==> config.mk <==
export PLATFORM = sky130hd
export DESIGN_NAME = mips_multicycle_ctrl
export DESIGN_NICKNAME = d
export VERILOG_FILES = /design/src/rtl/mips_ctrl_pkg.sv /design/src/rtl/mips_ctrl_decode.sv /design/src/rtl/mips_multicycle_ctrl.sv
export SDC_FILE = /design/constraint.sdc
export NUM_CORES = 1
export LEC_CHECK = 0
export ABC_CLOCK_PERIOD_IN_PS = 3400
export CAP_MARGIN = 25
export CORE_ASPECT_RATIO = 1.2
export CORE_UTILIZATION = 25
export DETAILED_ROUTE_END_ITERATION = 7
export PLACE_DENSITY = 0.51
export SLEW_MARGIN = 20
export SYNTH_ARGS = -nofsm -noshare
export SYNTH_HDL_FRONTEND = slang
export SYNTH_HIERARCHICAL = 1
export SYNTH_SLANG_ARGS = --single-unit
==> constraint.sdc <==
create_clock -name clk -period 3.4 [get_ports clk]
set_input_delay 0.68 -clock clk [delete_from_list [all_inputs] [get_ports clk]]
set_output_delay 0.68 -clock clk [all_outputs]
set_load 0.1 [all_outputs]
==> src/rtl/mips_ctrl_pkg.sv <==
// Shared encodings for the multi-cycle MIPS main controller: states, opcodes,
// datapath select codes and the bundled control word.
package mips_ctrl_pkg;

    typedef enum logic [3:0] {
        S_FETCH  = 4'd0,
        S_DECODE = 4'd1,
        S_MEMADR = 4'd2,
        S_MEMRD  = 4'd3,
        S_MEMWB  = 4'd4,
        S_MEMWR  = 4'd5,
        S_EXEC   = 4'd6,
        S_ALUWB  = 4'd7,
        S_BRANCH = 4'd8,
        S_ADDIEX = 4'd9,
        S_ADDIWB = 4'd10,
        S_JUMP   = 4'd11
    } state_e;

    localparam logic [5:0] OP_RTYPE = 6'b000000;
    localparam logic [5:0] OP_LW    = 6'b100011;
    localparam logic [5:0] OP_SW    = 6'b101011;
    localparam logic [5:0] OP_BEQ   = 6'b000100;
    localparam logic [5:0] OP_ADDI  = 6'b001000;
    localparam logic [5:0] OP_J     = 6'b000010;

    localparam logic [1:0] ALU_ADD   = 2'b00;
    localparam logic [1:0] ALU_SUB   = 2'b01;
    localparam logic [1:0] ALU_FUNCT = 2'b10;

    localparam logic [1:0] SRCB_B       = 2'b00;
    localparam logic [1:0] SRCB_FOUR    = 2'b01;
    localparam logic [1:0] SRCB_IMM     = 2'b10;
    localparam logic [1:0] SRCB_IMM_SH2 = 2'b11;

    localparam logic [1:0] PCSRC_ALU    = 2'b00;
    localparam logic [1:0] PCSRC_ALUOUT = 2'b01;
    localparam logic [1:0] PCSRC_JUMP   = 2'b10;

    typedef struct packed {
        logic       pc_write;
        logic       branch;
        logic       iord;
        logic       mem_write;
        logic       ir_write;
        logic       reg_dst;
        logic       mem_to_reg;
        logic       reg_write;
        logic       alu_src_a;
        logic [1:0] alu_src_b;
        logic [1:0] alu_op;
        logic [1:0] pc_src;
    } ctrl_t;

    // Last state of every instruction flavour; leaving it retires the instruction.
    function automatic logic is_retire_state(input state_e s);
        case (s)
            S_MEMWB, S_MEMWR, S_ALUWB, S_BRANCH, S_ADDIWB, S_JUMP: is_retire_state = 1'b1;
            default:                                               is_retire_state = 1'b0;
        endcase
    endfunction

endpackage

==> src/rtl/mips_ctrl_decode.sv <==
// Moore output decoder: maps the current controller state to the datapath control word.
module mips_ctrl_decode
    import mips_ctrl_pkg::*;
(
    input  state_e i_state,
    output ctrl_t  o_ctrl
);

    // State to control-word lookup; unused encodings leave everything deasserted.
    always_comb begin
        o_ctrl = '0;
        case (i_state)
            S_FETCH: begin
                o_ctrl.ir_write  = 1'b1;
                o_ctrl.pc_write  = 1'b1;
                o_ctrl.alu_src_b = SRCB_FOUR;
            end
            S_DECODE: o_ctrl.alu_src_b = SRCB_IMM_SH2;
            S_MEMADR: begin
                o_ctrl.alu_src_a = 1'b1;
                o_ctrl.alu_src_b = SRCB_IMM;
            end
            S_MEMRD: o_ctrl.iord = 1'b1;
            S_MEMWB: begin
                o_ctrl.mem_to_reg = 1'b1;
                o_ctrl.reg_write  = 1'b1;
            end
            S_MEMWR: begin
                o_ctrl.iord      = 1'b1;
                o_ctrl.mem_write = 1'b1;
            end
            S_EXEC: begin
                o_ctrl.alu_src_a = 1'b1;
                o_ctrl.alu_op    = ALU_FUNCT;
            end
            S_ALUWB: begin
                o_ctrl.reg_dst   = 1'b1;
                o_ctrl.reg_write = 1'b1;
            end
            S_BRANCH: begin
                o_ctrl.alu_src_a = 1'b1;
                o_ctrl.alu_op    = ALU_SUB;
                o_ctrl.pc_src    = PCSRC_ALUOUT;
                o_ctrl.branch    = 1'b1;
            end
            S_ADDIEX: begin
                o_ctrl.alu_src_a = 1'b1;
                o_ctrl.alu_src_b = SRCB_IMM;
            end
            S_ADDIWB: o_ctrl.reg_write = 1'b1;
            S_JUMP: begin
                o_ctrl.pc_src   = PCSRC_JUMP;
                o_ctrl.pc_write = 1'b1;
            end
            default: o_ctrl = '0;
        endcase
    end

endmodule

==> src/rtl/mips_multicycle_ctrl.sv <==
// Multi-cycle MIPS main control FSM with retired-instruction counter and sticky illegal flag.
// Define MIPS_CTRL_MEM_READY_EN to make FETCH/MEMRD/MEMWR wait on the mem_ready handshake.
module mips_multicycle_ctrl
    import mips_ctrl_pkg::*;
#(
    parameter int CNT_W = 32
) (
    input  logic             clk,
    input  logic             rst_n,
`ifdef MIPS_CTRL_MEM_READY_EN
    input  logic             mem_ready,
`endif
    input  logic [5:0]       opcode,
    input  logic             zero,
    output logic             pc_en,
    output logic             pc_write,
    output logic             branch,
    output logic             iord,
    output logic             mem_write,
    output logic             ir_write,
    output logic             reg_dst,
    output logic             mem_to_reg,
    output logic             reg_write,
    output logic             alu_src_a,
    output logic [1:0]       alu_src_b,
    output logic [1:0]       alu_op,
    output logic [1:0]       pc_src,
    output logic [3:0]       state,
    output logic             illegal_op,
    output logic [CNT_W-1:0] retired
);

    state_e           r_state;
    logic             r_illegal;
    logic [CNT_W-1:0] r_retired;
    state_e           w_next_raw;
    state_e           w_next;
    logic             w_illegal_set;
    logic             w_hold;
    logic             w_fetch_ok;
    logic             w_retire;
    ctrl_t            w_ctrl;

    mips_ctrl_decode u_decode (
        .i_state (r_state),
        .o_ctrl  (w_ctrl)
    );

`ifdef MIPS_CTRL_MEM_READY_EN
    assign w_hold     = ((r_state == S_FETCH) || (r_state == S_MEMRD) || (r_state == S_MEMWR))
                        && !mem_ready;
    assign w_fetch_ok = (r_state != S_FETCH) || mem_ready;
`else
    assign w_hold     = 1'b0;
    assign w_fetch_ok = 1'b1;
`endif

    // Next-state sequencing, ignoring memory wait states.
    always_comb begin
        w_next_raw    = S_FETCH;
        w_illegal_set = 1'b0;
        case (r_state)
            S_FETCH:  w_next_raw = S_DECODE;
            S_DECODE: begin
                case (opcode)
                    OP_LW, OP_SW: w_next_raw = S_MEMADR;
                    OP_RTYPE:     w_next_raw = S_EXEC;
                    OP_BEQ:       w_next_raw = S_BRANCH;
                    OP_ADDI:      w_next_raw = S_ADDIEX;
                    OP_J:         w_next_raw = S_JUMP;
                    default: begin
                        w_next_raw    = S_FETCH;
                        w_illegal_set = 1'b1;
                    end
                endcase
            end
            S_MEMADR: begin
                if (opcode == OP_LW) begin
                    w_next_raw = S_MEMRD;
                end else if (opcode == OP_SW) begin
                    w_next_raw = S_MEMWR;
                end else begin
                    w_next_raw = S_FETCH;
                end
            end
            S_MEMRD:  w_next_raw = S_MEMWB;
            S_EXEC:   w_next_raw = S_ALUWB;
            S_ADDIEX: w_next_raw = S_ADDIWB;
            default:  w_next_raw = S_FETCH;
        endcase
    end

    assign w_next   = w_hold ? r_state : w_next_raw;
    assign w_retire = is_retire_state(r_state) && !w_hold;

    // State register, sticky illegal flag and retired-instruction counter.
    always_ff @(posedge clk or negedge rst_n) begin
        if (!rst_n) begin
            r_state   <= S_FETCH;
            r_illegal <= 1'b0;
            r_retired <= '0;
        end else begin
            r_state <= w_next;
            if (w_illegal_set) begin
                r_illegal <= 1'b1;
            end
            if (w_retire) begin
                r_retired <= r_retired + CNT_W'(1);
            end
        end
    end

    // FETCH must not load IR/PC until the memory has actually returned the word.
    assign pc_write   = w_ctrl.pc_write & w_fetch_ok;
    assign ir_write   = w_ctrl.ir_write & w_fetch_ok;
    assign pc_en      = pc_write | (w_ctrl.branch & zero);
    assign branch     = w_ctrl.branch;
    assign iord       = w_ctrl.iord;
    assign mem_write  = w_ctrl.mem_write;
    assign reg_dst    = w_ctrl.reg_dst;
    assign mem_to_reg = w_ctrl.mem_to_reg;
    assign reg_write  = w_ctrl.reg_write;
    assign alu_src_a  = w_ctrl.alu_src_a;
    assign alu_src_b  = w_ctrl.alu_src_b;
    assign alu_op     = w_ctrl.alu_op;
    assign pc_src     = w_ctrl.pc_src;
    assign state      = r_state;
    assign illegal_op = r_illegal;
    assign retired    = r_retired;

endmodule

==> flow_summary.rst, run 1 <==
.. list-table::
   :header-rows: 1

   * - Metric
     - Value
   * - Via count
     - 1,705
   * - Routed wire length
     - 4720 microns
   * - Standard-cell row count
     - 36
   * - Delay of the slowest cell on the worst path
     - 0.75 ns
   * - Vias per std cell
     - roughly 4.5
   * - Number of antenna violations at the first check in global routing
     - 0
   * - DPL Wire Length
     - about 3400 microns
   * - Hold/Removal Path Class
     - reg2reg
   * - Library cells used by synthesis
     - 46
   * - Cell family with most CP delay
     - flip-flops
   * - Most area-hungry cell type in the Yosys netlist
     - sky130_fd_sc_hd__dfrtp_1
   * - Maximum level of the CTS H-tree
     - 2
   * - Number of synthesized flops with an enable pin
     - 0
   * - Layout cells sized above 1
     - roughly a third
   * - Area enclosed by the die boundary
     - ~0.0089 sq mm
   * - Max Fclk
     - roughly 0.38 GHz
   * - Maximum capacitance violations
     - 0
   * - Time the final worst path needs with I/O delays and setup
     - about 2.7 ns
   * - Synthesized net count
     - between 200 and 250
   * - Category of the worst setup path launch point
     - register
   * - Combined global-route utilization of all metal layers
     - approximately 11%
   * - Maximum count of clock buffers along a single path
     - 2
   * - Ranking of synthesized cells by area
     - sky130_fd_sc_hd__dfrtp_1, sky130_fd_sc_hd__xor2_1, sky130_fd_sc_hd__nor3_2
   * - Post-CTS setup buffer count
     - 0
   * - Final count of negative-setup-slack endpoints
     - 0
   * - Clock Skews
     - around 0.007 ns
   * - Fraction of met1 tracks used by global routing
     - 14.5%
   * - Clock root buffer
     - sky130_fd_sc_hd__clkbuf_8
   * - Top Usage Layer GRT
     - met2
   * - Number of design rule violations left after detail routing
     - 0
   * - Count of routing violations after the opening detailed-route iteration
     - slightly below 50
   * - # resized after CTS
     - 0
   * - Number of optimization iterations in the first detailed-route pass
     - 4
   * - Setup repair after global routing missed its margin
     - false
   * - Layout-stage area growth over the synthesis result
     - 30.5%
   * - Initial core utilization
     - approximately a quarter
   * - TritonCTS sink count
     - 37
   * - Pin count of the biggest net entering global routing
     - 38
   * - Number of antenna cells inserted
     - 0
   * - Endpoint arrival time on the critical path
     - between 1.5 and 2 ns
   * - Die Wd
     - approximately 86 microns
   * - Count of buffers inserted at the top-level ports
     - 61
   * - Count of mapped cells out of synthesis
     - 210
   * - Portion of the clock cycle consumed by the worst path in the final layout
     - 77.9%
   * - Clock tree from TritonCTS
     - built
   * - Kind of critical path
     - reg2out
   * - Share of async-settable or async-resettable flops after synthesis
     - 100%
   * - Global-route met2 utilization
     - a little under a fifth
   * - Main combinational cell family by area after synthesis
     - simple AND/OR/NAND/NOR gates
   * - Height of the chip
     - 103 microns
   * - RD Place Congestion
     - 0.687
   * - Clock transition at the register clock pins on the worst setup and hold paths after CTS
     - about 0.070 ns
   * - Largest fanout on the critical path
     - 20
   * - Util after Layout
     - 33.8%
   * - Peak VDD IR
     - 0.492 mV
   * - Nets
     - between 200 and 300
   * - LEAKAGE
     - about 1.3 nW
   * - Sequential-to-total area share from yosys stat
     - a little over two fifths
   * - Worst skew pair latency
     - around 0.28 ns
   * - Core area
     - 0.00820 sq mm
   * - Number of buffers created by CTS
     - 5
   * - Pwr per Cell Area
     - ~600 mW/mm^2
   * - Post-synth top flop
     - sky130_fd_sc_hd__dfrtp_1
   * - Met3 usage
     - 2.48%
   * - Top-level I/O count
     - 62
   * - Number of synthesis warnings
     - 6
   * - Slack of the worst reg-to-reg path
     - 1.11 ns
   * - Transition time at the pin with the least slew margin
     - 0.864 ns
   * - Global-route wire length before repair
     - around 7800 microns
   * - Global route overflow
     - 0
   * - Hold-fix buffers, CTS
     - 0
   * - Adder and majority cell fraction of the synthesized area
     - 0.589%
   * - Status
     - finished, final reports clean
   * - Fraction of synthesized cell area in xor and xnor cells
     - approximately 14%
   * - Post-synthesis instance area
     - 0.00212 sq mm
   * - Setup WS post-layout
     - roughly 0.75 ns
   * - Number of buffer and inverter instances along the worst setup path
     - 1
   * - Final Hold Violating Endpoints
     - 0
   * - CP max-delay cell
     - sky130_fd_sc_hd__dfrtp_1
   * - Via count of the first global-routing pass
     - roughly 1,600
   * - Synth Area per Inst
     - ~10 sq um
   * - Multiplexer fraction of the synthesized cell area
     - less than 1%
   * - Simple-gate area share of the yosys netlist
     - between 30 and 40%
   * - Max transition margin
     - a little over two fifths
   * - Area share of the largest cell type after synthesis
     - 43.6%
   * - Complex-gate fraction of the synthesized area
     - roughly 6.4%
   * - Final ANT Viol Nets
     - 0
   * - Average routed wire per standard cell
     - approximately 12 microns
   * - Final Slew Violations
     - 0
   * - Worst setup EP type
     - primary output
   * - Worst slack at placement
     - 1.02 ns
   * - Cells traversed along the worst timing path
     - or4b_4 > o211ai_2 > buf_4
   * - Synthesized flop and latch total
     - 37
   * - Worst Path Required
     - 2.72 ns
-- sequential cells by signal (all words and copies together) (netlist names) --
| name | count |
|---|---|
| retired | 32 |
| state | 4 |
| illegal_op | 1 |
-- synthesized netlist by cell type (all sizes together) (3+ instances only) --
cell	count
xor2	26
nand4	8
nor3	19
a21oi	4
and4	4
nand3	11
nand2b	6
buf	10
xnor2	7
nor2	18
nor4	3
dfrtp	37
and3	5
nand2	18
inv	6
-- cell type report --
type	count	area, sq um
fill	889	5430
sequential	37	926
inverter	6	22.5
timing repair buffer	61	473
tap	114	143
multi-input combinational	157	1120
clock buffer	7	86.3
-- routing by layer --
metal / up-vias / part of all wire [%]
met3: 6 / 4.4
li1: 846 / -
met4: 0 / 1.3
met2: 39 / 47
met1: 814 / 47
met5: - / 0
-- cell usage in the layout, fill, tap and decap left out, types with 6 or more instances in the layout --
cell | synthesis | final
sky130_fd_sc_hd__buf_4 | 2 | 53
sky130_fd_sc_hd__clkbuf_8 | 0 | 6
sky130_fd_sc_hd__clkdlybuf4s50_1 | 0 | 7
sky130_fd_sc_hd__dfrtp_1 | 37 | 37
sky130_fd_sc_hd__inv_1 | 6 | 6
sky130_fd_sc_hd__nand2_1 | 18 | 18
sky130_fd_sc_hd__nand2b_1 | 6 | 6
sky130_fd_sc_hd__nand3_1 | 8 | 8
sky130_fd_sc_hd__nand4_1 | 8 | 8
sky130_fd_sc_hd__nor2_1 | 18 | 18
sky130_fd_sc_hd__nor3_1 | 11 | 10
sky130_fd_sc_hd__nor3_2 | 8 | 8
sky130_fd_sc_hd__xnor2_1 | 7 | 7
sky130_fd_sc_hd__xor2_1 | 26 | 26
-- power by group --
part | switching, mW | leakage, nW | total (mW) | internal (mW)
registers | 0.0846 | 0.505 | 0.551 | 0.466
clock network | 0.145 | 0.0443 | 0.306 | 0.161
logic | 0.624 | 0.768 | 0.801 | 0.176
total | 0.854 | 1.32 | 1.66 | 0.803
-- worst paths after layout --
path,startpoint,to,cells past startpoint
min reg2reg,retired[31]$_DFFE_PN0P_,retired[31]$_DFFE_PN0P_,1
max in group asynchronous,rst_n,retired[26]$_DFFE_PN0P_,1
max reg2reg,state[1]$_DFF_PN0_,retired[17]$_DFFE_PN0P_,5
max,state[2]$_DFF_PN0_,reg_write,3
min,retired[31]$_DFFE_PN0P_,retired[31]$_DFFE_PN0P_,1
min in group asynchronous,rst_n,retired[29]$_DFFE_PN0P_,1
-- cells by family (layout without fill, tap and decap cells) --
family / after synthesis / count (layout)
flops: 37 / 37
buf+inv: 16 / 74
fa+ha+maj: 1 / 1
xor+xnor: 33 / 33
mux: 1 / 1
simple gates: 105 / 105
compound gates: 17 / 17
-- through the flow --
step                power [mW]  cells  cell area (sq um)  hold WS (ns)  TNS (ns)
floorplan                 1.21    210               2150         0.384     -1.48
global placement          1.36    375               2690         0.459         0
detailed placement        1.37    375               2690         0.464         0
CTS                       1.68    382               2770         0.477         0
global route              1.73    382               2770         0.487         0
finish                    1.66    382               2770         0.475         0
(Power assumes the default switching activity.)
==> run 2, diff against run 1 <==
--- a/config.mk
+++ b/config.mk
@@ -5,7 +5,7 @@
 export SDC_FILE = /design/constraint.sdc
 export NUM_CORES = 1
 export LEC_CHECK = 0
-export ABC_CLOCK_PERIOD_IN_PS = 3400
+export ABC_CLOCK_PERIOD_IN_PS = 2500
 export CAP_MARGIN = 25
 export CORE_ASPECT_RATIO = 1.2
 export CORE_UTILIZATION = 25
==> constraint.sdc (replaced) <==
create_clock -name clk -period 2.5 [get_ports clk]
set_input_delay 0.5 -clock clk [delete_from_list [all_inputs] [get_ports clk]]
set_output_delay 0.5 -clock clk [all_outputs]
set_load 0.1 [all_outputs]
==> run 2 against run 1 <==
Register-to-register slack worse by 0.69 ns. Routed wire length increased by 5.3%. Critical path type unchanged. Non-clock buffer count is 1 higher. Die area is the same. Flip-flop and latch count is the same. Worst setup slack worse by 0.58 ns. Combinational power increased by 61%. Hold slack lost 0.38 ns. Global-route usage grew 1.2 points. Clock power grew 43%. Utilization is 3.2 points higher. Largest power group unchanged.
==> flow_summary.rst, run 2 (synthesis results as in run 1) <==
.. list-table::
   :header-rows: 1

   * - Metric
     - Value
   * - Worst skew pair latency
     - 0.29 ns
   * - Max transition margin
     - about two thirds
   * - Status
     - finished, final reports clean
   * - Clock tree from TritonCTS
     - built
   * - Number of buffers created by CTS
     - 5
   * - Worst Reg-to-Reg Cells
     - 5
   * - Vias per std cell
     - about 4.5
   * - Delay of the slowest cell on the worst path
     - just under 0.6 ns
   * - Final Slew Violations
     - 0
   * - Final Hold Violating Endpoints
     - 0
   * - R2r endpoint
     - retired[17]$_DFFE_PN0P_
   * - Average routed wire per standard cell
     - 13.0 microns
   * - Area enclosed by the die boundary
     - approximately 0.0089 sq mm
   * - Height of the chip
     - between 100 and 150 microns
   * - Peak VDD IR
     - roughly 0.72 mV
   * - Hold Slack
     - approximately 0.097 ns
   * - Global route overflow
     - 0
   * - Layout cells sized above 1
     - between 30% and 40%
   * - Setup_tns
     - 0 ns
   * - Clock root buffer
     - sky130_fd_sc_hd__clkbuf_8
   * - Number of buffer and inverter instances along the worst setup path
     - 1
   * - Hold-fix buffers, CTS
     - 0
   * - Via count
     - 1,726
   * - RD Place Congestion
     - about 0.75
   * - Post-route non-filler standard cell count
     - 383
   * - Cell family with most CP delay
     - flip-flops
   * - Clock transition at the register clock pins on the worst setup and hold paths after CTS
     - roughly 0.080 ns
   * - Nets
     - 279
   * - Via count of the first global-routing pass
     - roughly 1,700
   * - Kind of critical path
     - reg2out
   * - Cells traversed along the worst timing path
     - or3_1 > a21oi_4 > a21o_4 > buf_12
   * - Worst Path Required
     - 2.00 ns
   * - Maximum count of clock buffers along a single path
     - 2
   * - Layout-stage area growth over the synthesis result
     - 42.7%
   * - Max Fclk
     - 0.430 GHz
   * - Slack of the worst reg-to-reg path
     - around 0.42 ns
   * - Time the final worst path needs with I/O delays and setup
     - between 2 and 2.5 ns
   * - Post-CTS setup buffer count
     - 0
   * - Number of antenna violations at the first check in global routing
     - 0
   * - Worst setup EP type
     - primary output
   * - Logic depth of the worst path, buffers included
     - 4
   * - TritonCTS sink count
     - 37
   * - Initial core utilization
     - between 20% and 30%
   * - Routed wire length
     - about 5000 microns
   * - Launching point of the worst reg2reg path
     - state[1]$_DFF_PN0_
   * - Top-level I/O count
     - 62
   * - Total power
     - around 2.5 mW
   * - Combined global-route utilization of all metal layers
     - 12.3%
   * - Maximum level of the CTS H-tree
     - 2
   * - Standard-cell row count
     - 36
   * - Transition time at the pin with the least slew margin
     - 0.477 ns
   * - Pwr per Cell Area
     - roughly 800 mW/mm^2
   * - Number of design rule violations left after detail routing
     - 0
   * - Cell Count Post-Placement
     - about 380
   * - Core area
     - around 0.0082 sq mm
   * - Global-route wire length before repair
     - around 8600 microns
   * - CP max-delay cell
     - sky130_fd_sc_hd__dfrtp_4
   * - # resized after CTS
     - 0
   * - Pin count of the biggest net entering global routing
     - 25
   * - Largest fanout on the critical path
     - 19
   * - Portion of the clock cycle consumed by the worst path in the final layout
     - 93.0%
   * - LEAKAGE
     - approximately 1.4 nW
   * - Final ANT Viol Nets
     - 0
   * - Die Wd
     - about 86 microns
   * - Setup repair after global routing missed its margin
     - false
   * - Maximum capacitance violations
     - 0
   * - Count of buffers inserted at the top-level ports
     - between 60 and 70
   * - Final count of negative-setup-slack endpoints
     - 0
   * - Number of antenna cells inserted
     - 0
   * - Hold/Removal Path Class
     - in2async
   * - Count of routing violations after the opening detailed-route iteration
     - 76
   * - Number of flip-flops under the largest register name
     - 32
   * - Category of the worst setup path launch point
     - register
   * - Leading cell types in the layout, fill and taps excluded
     - sky130_fd_sc_hd__buf_4, sky130_fd_sc_hd__dfrtp_1, sky130_fd_sc_hd__xor2_1
   * - Clock Skews
     - 0.0105 ns
   * - Number of optimization iterations in the first detailed-route pass
     - 4
   * - DPL Wire Length
     - between 3000 and 4000 microns
   * - Commonest non-fill, non-tap cell in the layout
     - sky130_fd_sc_hd__buf_4
   * - Endpoint arrival time on the critical path
     - ~1.8 ns
   * - Count of filler cells inserted in the layout
     - between 800 and 900
-- run 2: changes by cell type in the layout (fill, tap and decap cells not counted), sizes merged --
cell and change:
clkinvlp +1, buf +1, clkbuf -1
-- run 2: layer usage --
layer  track usage (%)  routed length [microns]  up-vias  part of all wire, %
li1                  -                        -      853                    -
met1              16.0                     2260      824                   46
met2              20.5                     2430       45                   49
met3              2.56                      219        4                  4.4
met4              3.85                       55        0                  1.1
met5                 0                        0        -                    0
-- run 2: how the worst max path moves through the flow --
stage / start / end / slack [ns]
after floorplan: state[2]$_DFF_PN0_ / pc_en / -0.42
after global placement: opcode[0] / state[0]$_DFF_PN0_ / 0.32
after detailed placement: opcode[0] / state[0]$_DFF_PN0_ / 0.31
after CTS: state[2]$_DFF_PN0_ / pc_en / 0.14
after global routing: state[2]$_DFF_PN0_ / pc_en / 0.08
final: state[1]$_DFF_PN0_ / pc_en / 0.17
-- run 2: final cells by class --
| type | count | area [sq um] | share of cell area, % |
|---|---|---|---|
| multi-input combinational | 157 | 1170 | 38.6 |
| inverter | 6 | 22.5 | 0.743 |
| timing repair buffer | 62 | 668 | 22.0 |
| clock buffer | 6 | 82.6 | 2.72 |
| sequential | 37 | 938 | 31.0 |
| tap | 114 | 143 | 4.70 |
| clock inverter | 1 | 7.51 | 0.248 |
-- run 2: through the flow --
| stage | util, % | setup slack, ns | cell area, sq um |
|---|---|---|---|
| final | 37.0 | 0.174 | 3030 |
| after global routing | 37.0 | 0.0831 | 3030 |
| after CTS | 37.0 | 0.140 | 3030 |
| after detailed placement | 35.9 | 0.308 | 2940 |
| after global placement | 35.9 | 0.320 | 2940 |
| after floorplan | - | -0.422 | 2220 |
-- run 2: power by group --
part,leakage [nW],internal (mW),switching (mW)
Clock,0.0433,0.218,0.221
Sequential,0.498,0.639,0.122
Combinational,0.827,0.403,0.885
Total,1.37,1.26,1.23
==> run 3, diff against run 2 <==
--- a/config.mk
+++ b/config.mk
@@ -10,7 +10,6 @@
 export CORE_ASPECT_RATIO = 1.2
 export CORE_UTILIZATION = 25
 export DETAILED_ROUTE_END_ITERATION = 7
-export PLACE_DENSITY = 0.51
 export SLEW_MARGIN = 20
 export SYNTH_ARGS = -nofsm -noshare
 export SYNTH_HDL_FRONTEND = slang
==> run 3 against run 2 <==
Via count up 0.87%. Clock skew shrank 0.0022 ns. Global-route usage decreased by 0.62 points. Clock-buffer cell count is 1 lower. Critical path type unchanged.
==> flow_summary.rst, run 3 (synthesis results as in run 1) <==
.. list-table::
   :header-rows: 1

   * - Metric
     - Value
   * - Multi-input gate area in the final layout
     - 0.00117 sq mm
   * - Count of routing violations after the opening detailed-route iteration
     - 55
   * - Hold/Removal Path Class
     - in2async
   * - Maximum count of clock buffers along a single path
     - 2
   * - Clock Skews
     - ~0.0083 ns
   * - Layout cells sized above 1
     - between 30% and 40%
   * - Leading cell types in the layout, fill and taps excluded
     - sky130_fd_sc_hd__buf_4, sky130_fd_sc_hd__dfrtp_1, sky130_fd_sc_hd__xor2_1
   * - Top-level I/O count
     - 62
   * - Setup WS post-layout
     - around 0.18 ns
   * - Clock root buffer
     - sky130_fd_sc_hd__clkbuf_8
   * - Hold Slack
     - between 0.3 and 0.4 ns
   * - Final count of negative-setup-slack endpoints
     - 0
   * - Number of flip-flops under the largest register name
     - 32
   * - Pwr per Cell Area
     - about 840 mW/mm^2
   * - Time the final worst path needs with I/O delays and setup
     - between 2 and 2.5 ns
   * - Vias per std cell
     - around 4.5
   * - Largest fanout on the critical path
     - 19
   * - Clock tree from TritonCTS
     - built
   * - Die Wd
     - roughly 86 microns
   * - Peak VDD IR
     - slightly below 0.4 mV
   * - Average routed wire per standard cell
     - roughly 13 microns
   * - Maximum capacitance violations
     - 0
   * - Combined global-route utilization of all metal layers
     - a little under an eighth
   * - Global route overflow
     - 0
   * - Max transition margin
     - approximately 44%
   * - Worst setup EP type
     - primary output
   * - Worst skew pair latency
     - about 0.28 ns
   * - Total power
     - around 2.5 mW
   * - Area taken by flip-flops and latches
     - around 940 sq um
   * - Height of the chip
     - a little over 100 microns
   * - Final Slew Violations
     - 0
   * - # resized after CTS
     - 0
   * - Transition time at the pin with the least slew margin
     - between 0.8 and 0.9 ns
   * - Endpoint arrival time on the critical path
     - between 1.5 and 2 ns
   * - Portion of the clock cycle consumed by the worst path in the final layout
     - 92.7%
   * - Util after Layout
     - 37.1%
   * - Kind of critical path
     - reg2out
   * - Area enclosed by the die boundary
     - 0.00887 sq mm
   * - Pin count of the biggest net entering global routing
     - 38
   * - Via count of the first global-routing pass
     - ~1,700
   * - Nets
     - around 280
   * - Post-CTS setup buffer count
     - 0
   * - Hold-fix buffers, CTS
     - 0
   * - Count of filler cells inserted in the layout
     - roughly 850
   * - Standard-cell row count
     - 36
   * - Core area
     - roughly 0.0082 sq mm
   * - Final Hold Violating Endpoints
     - 0
   * - Status
     - finished, final reports clean
   * - Number of antenna violations at the first check in global routing
     - 0
   * - Clock transition at the register clock pins on the worst setup and hold paths after CTS
     - 0.07 ns
   * - Via count
     - between 1,500 and 2,000
   * - LEAKAGE
     - between 1 and 1.5 nW
   * - Count of buffers inserted at the top-level ports
     - 61
   * - Number of antenna cells inserted
     - 0
   * - Worst slack at placement
     - 0.298 ns
   * - Category of the worst setup path launch point
     - register
   * - TritonCTS sink count
     - 37
   * - Routed wire length
     - 4790 microns
   * - Setup repair after global routing missed its margin
     - false
   * - Number of design rule violations left after detail routing
     - 0
   * - RD Place Congestion
     - roughly 0.74
   * - Maximum level of the CTS H-tree
     - 2
   * - Commonest non-fill, non-tap cell in the layout
     - sky130_fd_sc_hd__buf_4
   * - Global-route wire length before repair
     - around 8200 microns
   * - Final ANT Viol Nets
     - 0
   * - Worst Path Required
     - about 2.0 ns
   * - Initial core utilization
     - 25.9%
   * - DPL Wire Length
     - 3540 microns
   * - Layout-stage area growth over the synthesis result
     - 43.3%
   * - Number of optimization iterations in the first detailed-route pass
     - 4
   * - Number of buffers created by CTS
     - 5
   * - Max Fclk
     - 0.432 GHz
-- run 3: power breakdown --
| group | leakage, nW | switching (mW) | total, mW | internal, mW |
|---|---|---|---|---|
| clock network | 0.0540 | 0.200 | 0.490 | 0.290 |
| registers | 0.498 | 0.115 | 0.755 | 0.640 |
| logic | 0.828 | 0.896 | 1.30 | 0.405 |
| total | 1.38 | 1.21 | 2.55 | 1.33 |
-- run 3: final timing paths --
path,startpoint,endpoint,slack (ns),cells after the start
worst max-delay path,state[1]$_DFF_PN0_,pc_en,0.18,4
worst min-delay path,rst_n,retired[28]$_DFFE_PN0P_,0.30,1
worst max register to register,state[1]$_DFF_PN0_,retired[23]$_DFFE_PN0P_,0.46,5
worst min register to register,illegal_op$_DFFE_PN0P_,illegal_op$_DFFE_PN0P_,0.47,1
max in group asynchronous,rst_n,state[1]$_DFF_PN0_,1.57,1
min in group clk,illegal_op$_DFFE_PN0P_,illegal_op$_DFFE_PN0P_,0.47,1
-- run 3: critical path, stage by stage, from the launching register on --
cell and delay [ns]:
sky130_fd_sc_hd__dfrtp_4 0.59, sky130_fd_sc_hd__or3_1 0.45, sky130_fd_sc_hd__a21oi_4 0.22, sky130_fd_sc_hd__a21o_4 0.12
sky130_fd_sc_hd__buf_12 0.16
-- run 3: cell type report --
class | instances | share of cell area [%]
inverters | 6 | 0.740
clock inverters | 2 | 1.15
flip-flops and latches | 37 | 30.8
multi-input cells | 157 | 38.4
repair buffers | 62 | 21.9
well taps | 114 | 4.68
clock buffers | 5 | 2.26
-- run 3: metrics by stage --
step / setup TNS (ns) / instances / area, sq um
6_report: 0 / 383 / 3050
5_1_grt: 0 / 383 / 3050
4_1_cts: 0 / 383 / 3050
3_5_place_dp: 0 / 376 / 2940
3_3_place_gp: 0 / 376 / 2940
2_1_floorplan: -1.84 / 210 / 2220
-- run 3: layer usage --
| layer | vias up | track usage (%) | wire (microns) |
|---|---|---|---|
| met3 | 10 | 2.64 | 208 |
| met4 | 0 | 5.00 | 122 |
| met2 | 45 | 20.2 | 2420 |
| met1 | 837 | 13.9 | 2050 |
| li1 | 849 | - | - |
| met5 | - | 0 | 0 |
